--- src/rtl/simple_cpu_pkg.sv ---
// Shared constants for the SimpleCPU: default bus widths, opcodes and the
// memory sequencer state encoding.
package simple_cpu_pkg;

    localparam int DEF_ADDR_W = 6;
    localparam int DEF_DATA_W = 8;

    localparam logic [1:0] OP_ADD = 2'b00;
    localparam logic [1:0] OP_AND = 2'b01;
    localparam logic [1:0] OP_JMP = 2'b10;
    localparam logic [1:0] OP_INC = 2'b11;

    typedef enum logic [1:0] {
        ST_IDLE = 2'd0,
        ST_WAIT = 2'd1,
        ST_ACK  = 2'd2,
        ST_LOAD = 2'd3
    } mem_state_t;

endpackage

--- src/rtl/mem_unit_if.sv ---
// CPU access port and byte-stream loader port of the memory unit.
interface mem_unit_if
    import simple_cpu_pkg::*;
#(
    parameter int ADDR_W = DEF_ADDR_W,
    parameter int DATA_W = DEF_DATA_W
);
    logic              cpu_req;
    logic              cpu_we;
    logic [ADDR_W-1:0] cpu_addr;
    logic [DATA_W-1:0] cpu_wdata;
    logic [DATA_W-1:0] cpu_rdata;
    logic              cpu_ack;
    logic              ld_start;
    logic              ld_valid;
    logic [DATA_W-1:0] ld_data;
    logic              ld_ready;
    logic              ld_done;
    logic              busy;

    modport master (
        output cpu_req, cpu_we, cpu_addr, cpu_wdata, ld_start, ld_valid, ld_data,
        input  cpu_rdata, cpu_ack, ld_ready, ld_done, busy
    );

    modport slave (
        input  cpu_req, cpu_we, cpu_addr, cpu_wdata, ld_start, ld_valid, ld_data,
        output cpu_rdata, cpu_ack, ld_ready, ld_done, busy
    );
endinterface

--- src/rtl/mem_array.sv ---
// Single-port synchronous RAM with registered read; a write also returns
// the written data on rdata (write-first) so writes can be echoed back.
module mem_array #(
    parameter int ADDR_W = 6,
    parameter int DATA_W = 8
) (
    input  logic              clk,
    input  logic              we,
    input  logic [ADDR_W-1:0] addr,
    input  logic [DATA_W-1:0] wdata,
    output logic [DATA_W-1:0] rdata
);
    logic [DATA_W-1:0] mem [2**ADDR_W];

    always_ff @(posedge clk) begin
        if (we) begin
            mem[addr] <= wdata;
            rdata     <= wdata;
        end else begin
            rdata     <= mem[addr];
        end
    end
endmodule

--- src/rtl/mem_unit.sv ---
// Memory sequencer: services CPU reads/writes with configurable wait states
// and fills memory from a byte-stream loader starting at address 0.
module mem_unit
    import simple_cpu_pkg::*;
#(
    parameter int ADDR_W      = DEF_ADDR_W,
    parameter int DATA_W      = DEF_DATA_W,
    parameter int WAIT_CYCLES = 1
) (
    input  logic     clk,
    input  logic     reset,
    mem_unit_if.slave bus
);
    localparam bit         NO_WAIT   = (WAIT_CYCLES == 0);
    localparam logic [3:0] WAIT_INIT = 4'((WAIT_CYCLES > 0) ? WAIT_CYCLES - 1 : 0);

    mem_state_t        state_q;
    logic [3:0]        cnt_q;
    logic [ADDR_W-1:0] ptr_q;
    logic              we_q;
    logic [ADDR_W-1:0] addr_q;
    logic [DATA_W-1:0] wdata_q;
    logic [DATA_W-1:0] rdata_hold_q;
    logic              ld_done_q;

    logic              arr_we;
    logic [ADDR_W-1:0] arr_addr;
    logic [DATA_W-1:0] arr_wdata;
    logic [DATA_W-1:0] arr_rdata;

    // The array access happens on the edge that enters ACK, so the mux follows
    // whichever state precedes ACK: live bus inputs from IDLE, latched ones from WAIT.
    always_comb begin
        arr_we    = 1'b0;
        arr_addr  = bus.cpu_addr;
        arr_wdata = bus.cpu_wdata;
        unique case (state_q)
            ST_IDLE: arr_we = NO_WAIT && bus.cpu_req && !bus.ld_start && bus.cpu_we;
            ST_WAIT: begin
                arr_addr  = addr_q;
                arr_wdata = wdata_q;
                arr_we    = we_q && (cnt_q == 4'd0);
            end
            ST_ACK:  arr_addr = addr_q;
            ST_LOAD: begin
                arr_addr  = ptr_q;
                arr_wdata = bus.ld_data;
                arr_we    = bus.ld_valid && !bus.ld_start;
            end
            default: arr_we = 1'b0;
        endcase
    end

    mem_array #(
        .ADDR_W (ADDR_W),
        .DATA_W (DATA_W)
    ) u_array (
        .clk   (clk),
        .we    (arr_we),
        .addr  (arr_addr),
        .wdata (arr_wdata),
        .rdata (arr_rdata)
    );

    always_ff @(posedge clk or negedge reset) begin
        if (!reset) begin
            state_q      <= ST_IDLE;
            cnt_q        <= 4'd0;
            ptr_q        <= '0;
            we_q         <= 1'b0;
            addr_q       <= '0;
            wdata_q      <= '0;
            rdata_hold_q <= '0;
            ld_done_q    <= 1'b0;
        end else begin
            ld_done_q <= 1'b0;
            unique case (state_q)
                ST_IDLE: begin
                    if (bus.ld_start) begin
                        state_q <= ST_LOAD;
                        ptr_q   <= '0;
                    end else if (bus.cpu_req) begin
                        we_q    <= bus.cpu_we;
                        addr_q  <= bus.cpu_addr;
                        wdata_q <= bus.cpu_wdata;
                        if (NO_WAIT) begin
                            state_q <= ST_ACK;
                        end else begin
                            state_q <= ST_WAIT;
                            cnt_q   <= WAIT_INIT;
                        end
                    end
                end
                ST_WAIT: begin
                    if (cnt_q == 4'd0) begin
                        state_q <= ST_ACK;
                    end else begin
                        cnt_q <= cnt_q - 4'd1;
                    end
                end
                ST_ACK: begin
                    // Keep the acked data visible after the pulse ends.
                    rdata_hold_q <= arr_rdata;
                    state_q      <= ST_IDLE;
                end
                ST_LOAD: begin
                    if (bus.ld_start) begin
                        ptr_q <= '0;
                    end else if (bus.ld_valid) begin
                        ptr_q <= ptr_q + 1'b1;
                        if (ptr_q == '1) begin
                            ld_done_q <= 1'b1;
                            state_q   <= ST_IDLE;
                        end
                    end
                end
                default: state_q <= ST_IDLE;
            endcase
        end
    end

    assign bus.cpu_ack   = (state_q == ST_ACK);
    assign bus.cpu_rdata = (state_q == ST_ACK) ? arr_rdata : rdata_hold_q;
    assign bus.ld_ready  = (state_q == ST_LOAD);
    assign bus.ld_done   = ld_done_q;
    assign bus.busy      = (state_q != ST_IDLE);
endmodule

--- src/flat_wrapper.sv ---
// flat-port wrapper written by rule: the top's interface ports become plain ports
module mem_unit_flat import simple_cpu_pkg::*;
#(
    parameter int ADDR_W      = DEF_ADDR_W,
    parameter int DATA_W      = DEF_DATA_W,
    parameter int WAIT_CYCLES = 1
)
  (clk, reset, bus_cpu_req, bus_cpu_we, bus_cpu_addr, bus_cpu_wdata, bus_ld_start, bus_ld_valid, bus_ld_data, bus_cpu_rdata, bus_cpu_ack, bus_ld_ready, bus_ld_done, bus_busy);
  mem_unit_if #(.ADDR_W(ADDR_W), .DATA_W(DATA_W)) bus_i ();
  input  logic clk;
  input  logic reset;
  input wire logic [$bits(bus_i.cpu_req)-1:0] bus_cpu_req;
  input wire logic [$bits(bus_i.cpu_we)-1:0] bus_cpu_we;
  input wire logic [$bits(bus_i.cpu_addr)-1:0] bus_cpu_addr;
  input wire logic [$bits(bus_i.cpu_wdata)-1:0] bus_cpu_wdata;
  input wire logic [$bits(bus_i.ld_start)-1:0] bus_ld_start;
  input wire logic [$bits(bus_i.ld_valid)-1:0] bus_ld_valid;
  input wire logic [$bits(bus_i.ld_data)-1:0] bus_ld_data;
  output wire logic [$bits(bus_i.cpu_rdata)-1:0] bus_cpu_rdata;
  output wire logic [$bits(bus_i.cpu_ack)-1:0] bus_cpu_ack;
  output wire logic [$bits(bus_i.ld_ready)-1:0] bus_ld_ready;
  output wire logic [$bits(bus_i.ld_done)-1:0] bus_ld_done;
  output wire logic [$bits(bus_i.busy)-1:0] bus_busy;
  assign bus_i.cpu_req = bus_cpu_req;
  assign bus_i.cpu_we = bus_cpu_we;
  assign bus_i.cpu_addr = bus_cpu_addr;
  assign bus_i.cpu_wdata = bus_cpu_wdata;
  assign bus_i.ld_start = bus_ld_start;
  assign bus_i.ld_valid = bus_ld_valid;
  assign bus_i.ld_data = bus_ld_data;
  assign bus_cpu_rdata = bus_i.cpu_rdata;
  assign bus_cpu_ack = bus_i.cpu_ack;
  assign bus_ld_ready = bus_i.ld_ready;
  assign bus_ld_done = bus_i.ld_done;
  assign bus_busy = bus_i.busy;
  mem_unit #(.ADDR_W(ADDR_W), .DATA_W(DATA_W), .WAIT_CYCLES(WAIT_CYCLES)) u_core (.clk(clk), .reset(reset), .bus(bus_i));
endmodule
--- config.mk ---
export PLATFORM = sky130hd
export DESIGN_NAME = mem_unit_flat
export DESIGN_NICKNAME = d
export VERILOG_FILES = /design/src/rtl/simple_cpu_pkg.sv /design/src/rtl/mem_unit_if.sv /design/src/rtl/mem_array.sv /design/src/rtl/mem_unit.sv /design/src/flat_wrapper.sv
export SDC_FILE = /design/constraint.sdc
export NUM_CORES = 1
export LEC_CHECK = 0
export BUFFER_PORTS_ARGS = -buffer_cell sky130_fd_sc_hd__buf_2
export CORE_ASPECT_RATIO = 1.5
export CORE_MARGIN = 1.5
export CORE_UTILIZATION = 39
export DETAILED_ROUTE_END_ITERATION = 10
export GPL_ROUTABILITY_DRIVEN = 0
export PLACE_DENSITY_LB_ADDON = 0.25
export SKIP_LAST_GASP = 1
export SLEW_MARGIN = 20
export SYNTH_ARGS = -nofsm -noshare
export SYNTH_HDL_FRONTEND = slang
export SYNTH_SLANG_ARGS = --single-unit
--- constraint.sdc ---
create_clock -name clk -period 2.5 [get_ports clk]
set_input_delay 0.375 -clock clk [delete_from_list [all_inputs] [get_ports clk]]
set_output_delay 0.375 -clock clk [all_outputs]
set_load 0.02 [all_outputs]
---- Word level (Yosys, flattened, before mapping) ----
Memories as Yosys holds them, arrays and structs flattened. A register that Yosys moved wholly into a read port is not among the register bits.
Index checks and enable logic that the tools add are counted.
storage, ports and cells
  register bits after elaboration ......... 36
  latch bits .............................. 0
  memory bits (writable) .................. 512
  bits in read-only memories .............. 0
  bits of input ports ..................... 28
  output and inout port bits .............. 12
  logic and storage cells ................. 64
  memories ................................ 1
memories
  memory              words  bits a word  rd ports  clocked after Yosys merged registers in  wr ports  line             text
  u_core.u_array.mem  64     8            1         1                                        1         mem_array.sv:13  logic [DATA_W-1:0] mem [2**ADDR_W];
cells by class
  $add $sub $neg .......................... 2
  multiply operators ...................... 0
  divide/modulo/power cells ............... 0
  magnitude comparators ................... 0
  eq/ne operators ......................... 14
  shift-type cells ........................ 0
  multiplexer cells ....................... 25
  bitwise operators ....................... 1
  reduce and logical (&&, ||, !) cells .... 13
operator list
  kind                   count
  $pmux W6 S2            2
  $mux W6                3
  $pmux W8 S2            1
  $mux W2                6
  $mux W4                3
  $ne A2 B2 Y1 const B   6
  $mux W8                1
  $pmux W2 S4            1
  $pmux W4 S2            1
  $add A6 B1 Y6 const B  1
  $eq A6 B6 Y1 const B   1
  $mux W1                6
  $ne A3 B3 Y1 const B   2
  $reduce_and A3 Y1      2
  $reduce_bool A2 Y1     3
  $reduce_and A5 Y1      1
  $eq A2 B2 Y1 const B   2
  $logic_not A4 Y1       1
  $ne A2 B1 Y1 const B   2
  $reduce_and A4 Y1      1
  $sub A4 B1 Y4 const B  1
  $eq A2 B1 Y1 const B   1
  $logic_and A1 B1 Y1    2
  $logic_not A2 Y1       1
  4 further kinds        4

---- Longest topological paths before layout ----
  depth after elaboration ................. 5
  mapped depth ............................ 9
  gate-level depth less buffers ........... 7

---- Cells and area by module ----
Synthesis repeated with hierarchy kept, for this count alone.
unflattened totals
  cells, all modules ...................... 1,128
  area, all modules ....................... 22,123.7 um2
by module, submodules not included
  module     instances  cells each  area each (um2)
  mem_array  1          938         20,126.8
  mem_unit   1          190         1,996.9

---- Least setup slack after synthesis ----
No wires, ideal clock.
  path type ............................... flip-flop to flip-flop
  start point ............................. register u_core.state_q[0]
  end point ............................... memory u_core.u_array.mem[60][0] (enable)
  setup time .............................. 371 ps
  arrival time ............................ 2,310 ps
  path slack .............................. -181 ps
  cell stages (with the launch flop) ...... 8
  buffers on the path ..................... 1
  clock period less this slack ............ 2,681 ps
  path through ............................ dfrtp_1 > ha_1 > buf_2 > a22oi_1 > o21ai_2 > or3b_2 > nand2b_1 > nor2_1
between the ends
  elaborated cells on any way between the ends .. 8
  classes of those cells .................. 3 x eq/ne; 4 x mux; 1 x reduce/logical
RTL lines
  what                    line                text
  start, declared         mem_unit.sv:17      mem_state_t state_q;
  start signal, assigned  mem_unit.sv:67      state_q <= ST_IDLE;
  start signal, assigned  mem_unit.sv:80      state_q <= ST_LOAD;
  start signal, assigned  mem_unit.sv:87      state_q <= ST_ACK;
  $eq A2 B2 Y1            n/a
  via bus_ld_ready        flat_wrapper.sv:21  output wire logic [$bits(bus_i.ld_ready)-1:0] bus_ld_ready;
  $pmux W6 S2             mem_unit.sv:37      unique case (state_q)
  via u_core.arr_addr[0]  mem_unit.sv:27      logic [ADDR_W-1:0] arr_addr;
  end, declared           mem_array.sv:13
The timed path passes the listed nets, and every way through them passes these cells.

==> results.cfg <==
[global_route]
grt_pass1_vias = 12200
grt_pass1_wl_mm = 77.8
grt_overflow = 0
grt_start_max_net_pins = 65
antenna_found_initial = 0
grtUsageTotal_pct = 18.5

[run_status]
status = finished with violations
violations = negative setup slack

[clocking]
clock-sinks = 554
clkTransAtPathRegs_ns = 0.06
htree_levels = 2
cts_buffers = 50
cts_tree = done
clk-insertion-delay-late_ns = 0.59
cts_root_buf = clkbuf_16
max-clock-path-buffers = 3

[timing]
setup_ws_ns = -0.720
post-route-period-util_pct = 129
fmax_mhz = 311
finalHoldViolCount = 0
grt_setup_unrepaired = true
final_max_slew_viol_count = 0
skew_ns = 0.0318
max_slew_margin_pct = 58.5
worst_slew_pin_slew_ns = 0.623
setup_viol = 169
period_needed_ns = 3.22

[setup_path]
cp-start-kind = flop
crit_buf_inv = 3
crit_path_cell_trace = buf_12 > buf_6 > mux4_2 > mux2i_2 > o22ai_2 > a221oi_2 > o221ai_2 > buf_6
rrSetupSlack_ns = -0.06
cp.required_ns = 2.12
critPathCaptureType = output pin
cp_max_fo = 7
cp_slowest_cell = mux4_2
crit_family = multiplexers
reg2reg_from = u_core.state_q[1]$_DFFE_PN0P_
critPathKind = reg -> out
crit_top_cell = buf_6
cpPeakStageDelay_ns = 0.51
worst_ep_arrival_time_ns = 2.85

[routing]
vias_per_cell = 5.35
drcViolationCount = 0
ant_nets = 0
dr_total_vias = 11400
wirelength_mm = 52.4
first_pass_iters = 4
routedWlPerCell_um = 24.7
initialDrtViolationCount = 722

[synthesis]
synth_commonest_cells = 512 x edfxtp_1, 120 x mux4_2, 81 x nor2_1
syn_avg_cell_area_sq_um = 19.8
syn_area_sq_um = 22000
yosysSeqAreaShare_pct = 74.6
syn-num-nets = 1145
ys_top_cells_by_area = edfxtp_1 70%, mux4_2 12%, dfrtp_1 4.1%
async_flop_share_pct = 6.50
ys_warn_count = 0
syn_inst = 1110
synth_top_area_share_pct = 70.0
synth.distinct_cells = 45
synth_edf_count = 512
synth.most_common_cell = edfxtp_1
synthFlopType = edfxtp_1
synth_top_cell_by_area = edfxtp_1
ys_ff_latch = 554

[finish]
fin_nets = 1416
seqCellArea_sq_um = 16400
synthToLayoutAreaGrowth_pct = 26.3
layout-drive-gt1-share_pct = 44.8
fin_area_sq_um = 27800
final_cells = 2125
antenna_cells = 0
multi_input_area_sq_um = 5890
final_util_pct = 49.8
fillers = 4540

[worst_hold_path]
hp-class = in -> reg
hold_start = bus_cpu_addr[5]

[die]
core_area_sq_um = 55700
pin_count = 40
die_w_um = 197
die_h_um = 294
rows = 106
die_area_sq_um = 57800
initial_core_util_pct = 39.5

[placement]
place_area_sq_um = 24800
placed_cells = 1991
pre_cts_ws_ns = -0.502
io_buffer_count = 39
dp_hpwl_mm = 35.0

[power]
power_density_nw_per_um2 = 1180
ir_worst_vdd_mv = 1.27
p_total_w = 0.0328
leakagePower_nw = 9.24

[flow_run]
maxCapViolCount = 0
==> state kept, by name (all words and copies together) (netlist names), named ones only <==
name and flops:
u_core.u_array.mem 512, u_core.rdata_hold_q 8, u_core.wdata_q 8, u_core.addr_q 6, u_core.ptr_q 6, u_core.cnt_q 4, u_core.state_q 2, u_core.bus.ld_done 1
u_core.we_q 1
==> through the flow <==
step                      setup TNS (ns)  hold WS (ns)
final                              -9.07        0.0343
after global routing              -28.93        0.0245
after CTS                          -6.11      0.000189
after detailed placement          -24.09         0.322
after global placement            -18.55         0.319
after floorplan                   -38.48        0.0794
==> cells in the final DEF (no fill, tap or decap), types with 15 or more instances in the layout <==
| cell type | netlist | final |
|---|---|---|
| inv_1 | 18 | 15 |
| buf_4 | 2 | 139 |
| nor2_1 | 81 | 41 |
| mux2_2 | 47 | 47 |
| buf_6 | 5 | 47 |
| clkbuf_16 | 0 | 51 |
| a22oi_1 | 32 | 21 |
| dfrtp_1 | 36 | 36 |
| nor2_2 | 0 | 15 |
| edfxtp_1 | 512 | 512 |
| mux4_2 | 120 | 120 |
| nand3_1 | 17 | 16 |
| nor2_4 | 0 | 25 |
| buf_2 | 24 | 36 |
| nand2_1 | 36 | 26 |
| mux2i_1 | 43 | 35 |
| buf_12 | 0 | 43 |
==> report_power, final <==
| group | switching (W) | total, W | internal [W] |
|---|---|---|---|
| clock | 0.00339 | 0.00806 | 0.00467 |
| combinational | 0.00684 | 0.0124 | 0.00556 |
| sequential | 0.000288 | 0.0123 | 0.0120 |
==> timing repair <==
item	CTS	global route
pin swaps	13	22
gates resized for setup	77	117
hold endpoints to repair	14	0
buffers inserted	18	18
setup endpoints to repair	401	472
hold buffers	4	0
cloned	2	0
==> metal layers <==
layer	vias to the layer above	GRT usage, %	routed length, um
li1	5082	-	-
met1	5959	20.9	19500
met2	229	34.6	28800
met3	95	1.91	1550
met4	0	8.81	2590
met5	-	0	0
==> area by class of cell <==
| type | instances | share of cell area, % |
|---|---|---|
| clock inverters | 30 | 1.42 |
| inverters | 18 | 0.252 |
| repair buffers | 275 | 9.99 |
| flip-flops and latches | 554 | 59.1 |
| clock buffers | 64 | 4.85 |
| well taps | 702 | 3.16 |
| multi-input cells | 482 | 21.2 |
==> cells by family (layout without fill, tap and decap cells) <==
group	count (synthesis)	count (layout)	synth area share, %
flip-flops	554	554	74.6
multiplexers	210	210	16.7
AND/OR/NAND/NOR	168	168	3.44
AO/OA/AOI/OAI	97	97	3.28
buffers and inverters	74	387	1.61
adder cells (fa/ha/maj)	7	7	0.399
==> final timing paths <==
kind,end,cells past startpoint
worst max-delay path,bus_cpu_rdata[4],8
worst min-delay path,u_core.addr_q[5]$_DFFE_PN0P_,2
worst max register to register,u_core.u_array.mem[56][5]$_DFFE_PP_,11
worst min register to register,u_core.wdata_q[3]$_DFFE_PN0P_,1
max in group asynchronous,u_core.ptr_q[0]$_DFFE_PN0P_,3
min in group asynchronous,u_core.wdata_q[1]$_DFFE_PN0P_,2
==> worst reg2reg max path, delay by kind of cell (launching register included) <==
| kind | cells | cell delay, ns |
|---|---|---|
| AND/OR/NAND/NOR | 3 | 0.75 |
| AO/OA/AOI/OAI | 2 | 0.32 |
| flip-flops | 1 | 0.39 |
| buffers and inverters | 5 | 0.58 |
| adder cells (fa/ha/maj) | 1 | 0.21 |
Power figures use the tool's default switching activity.
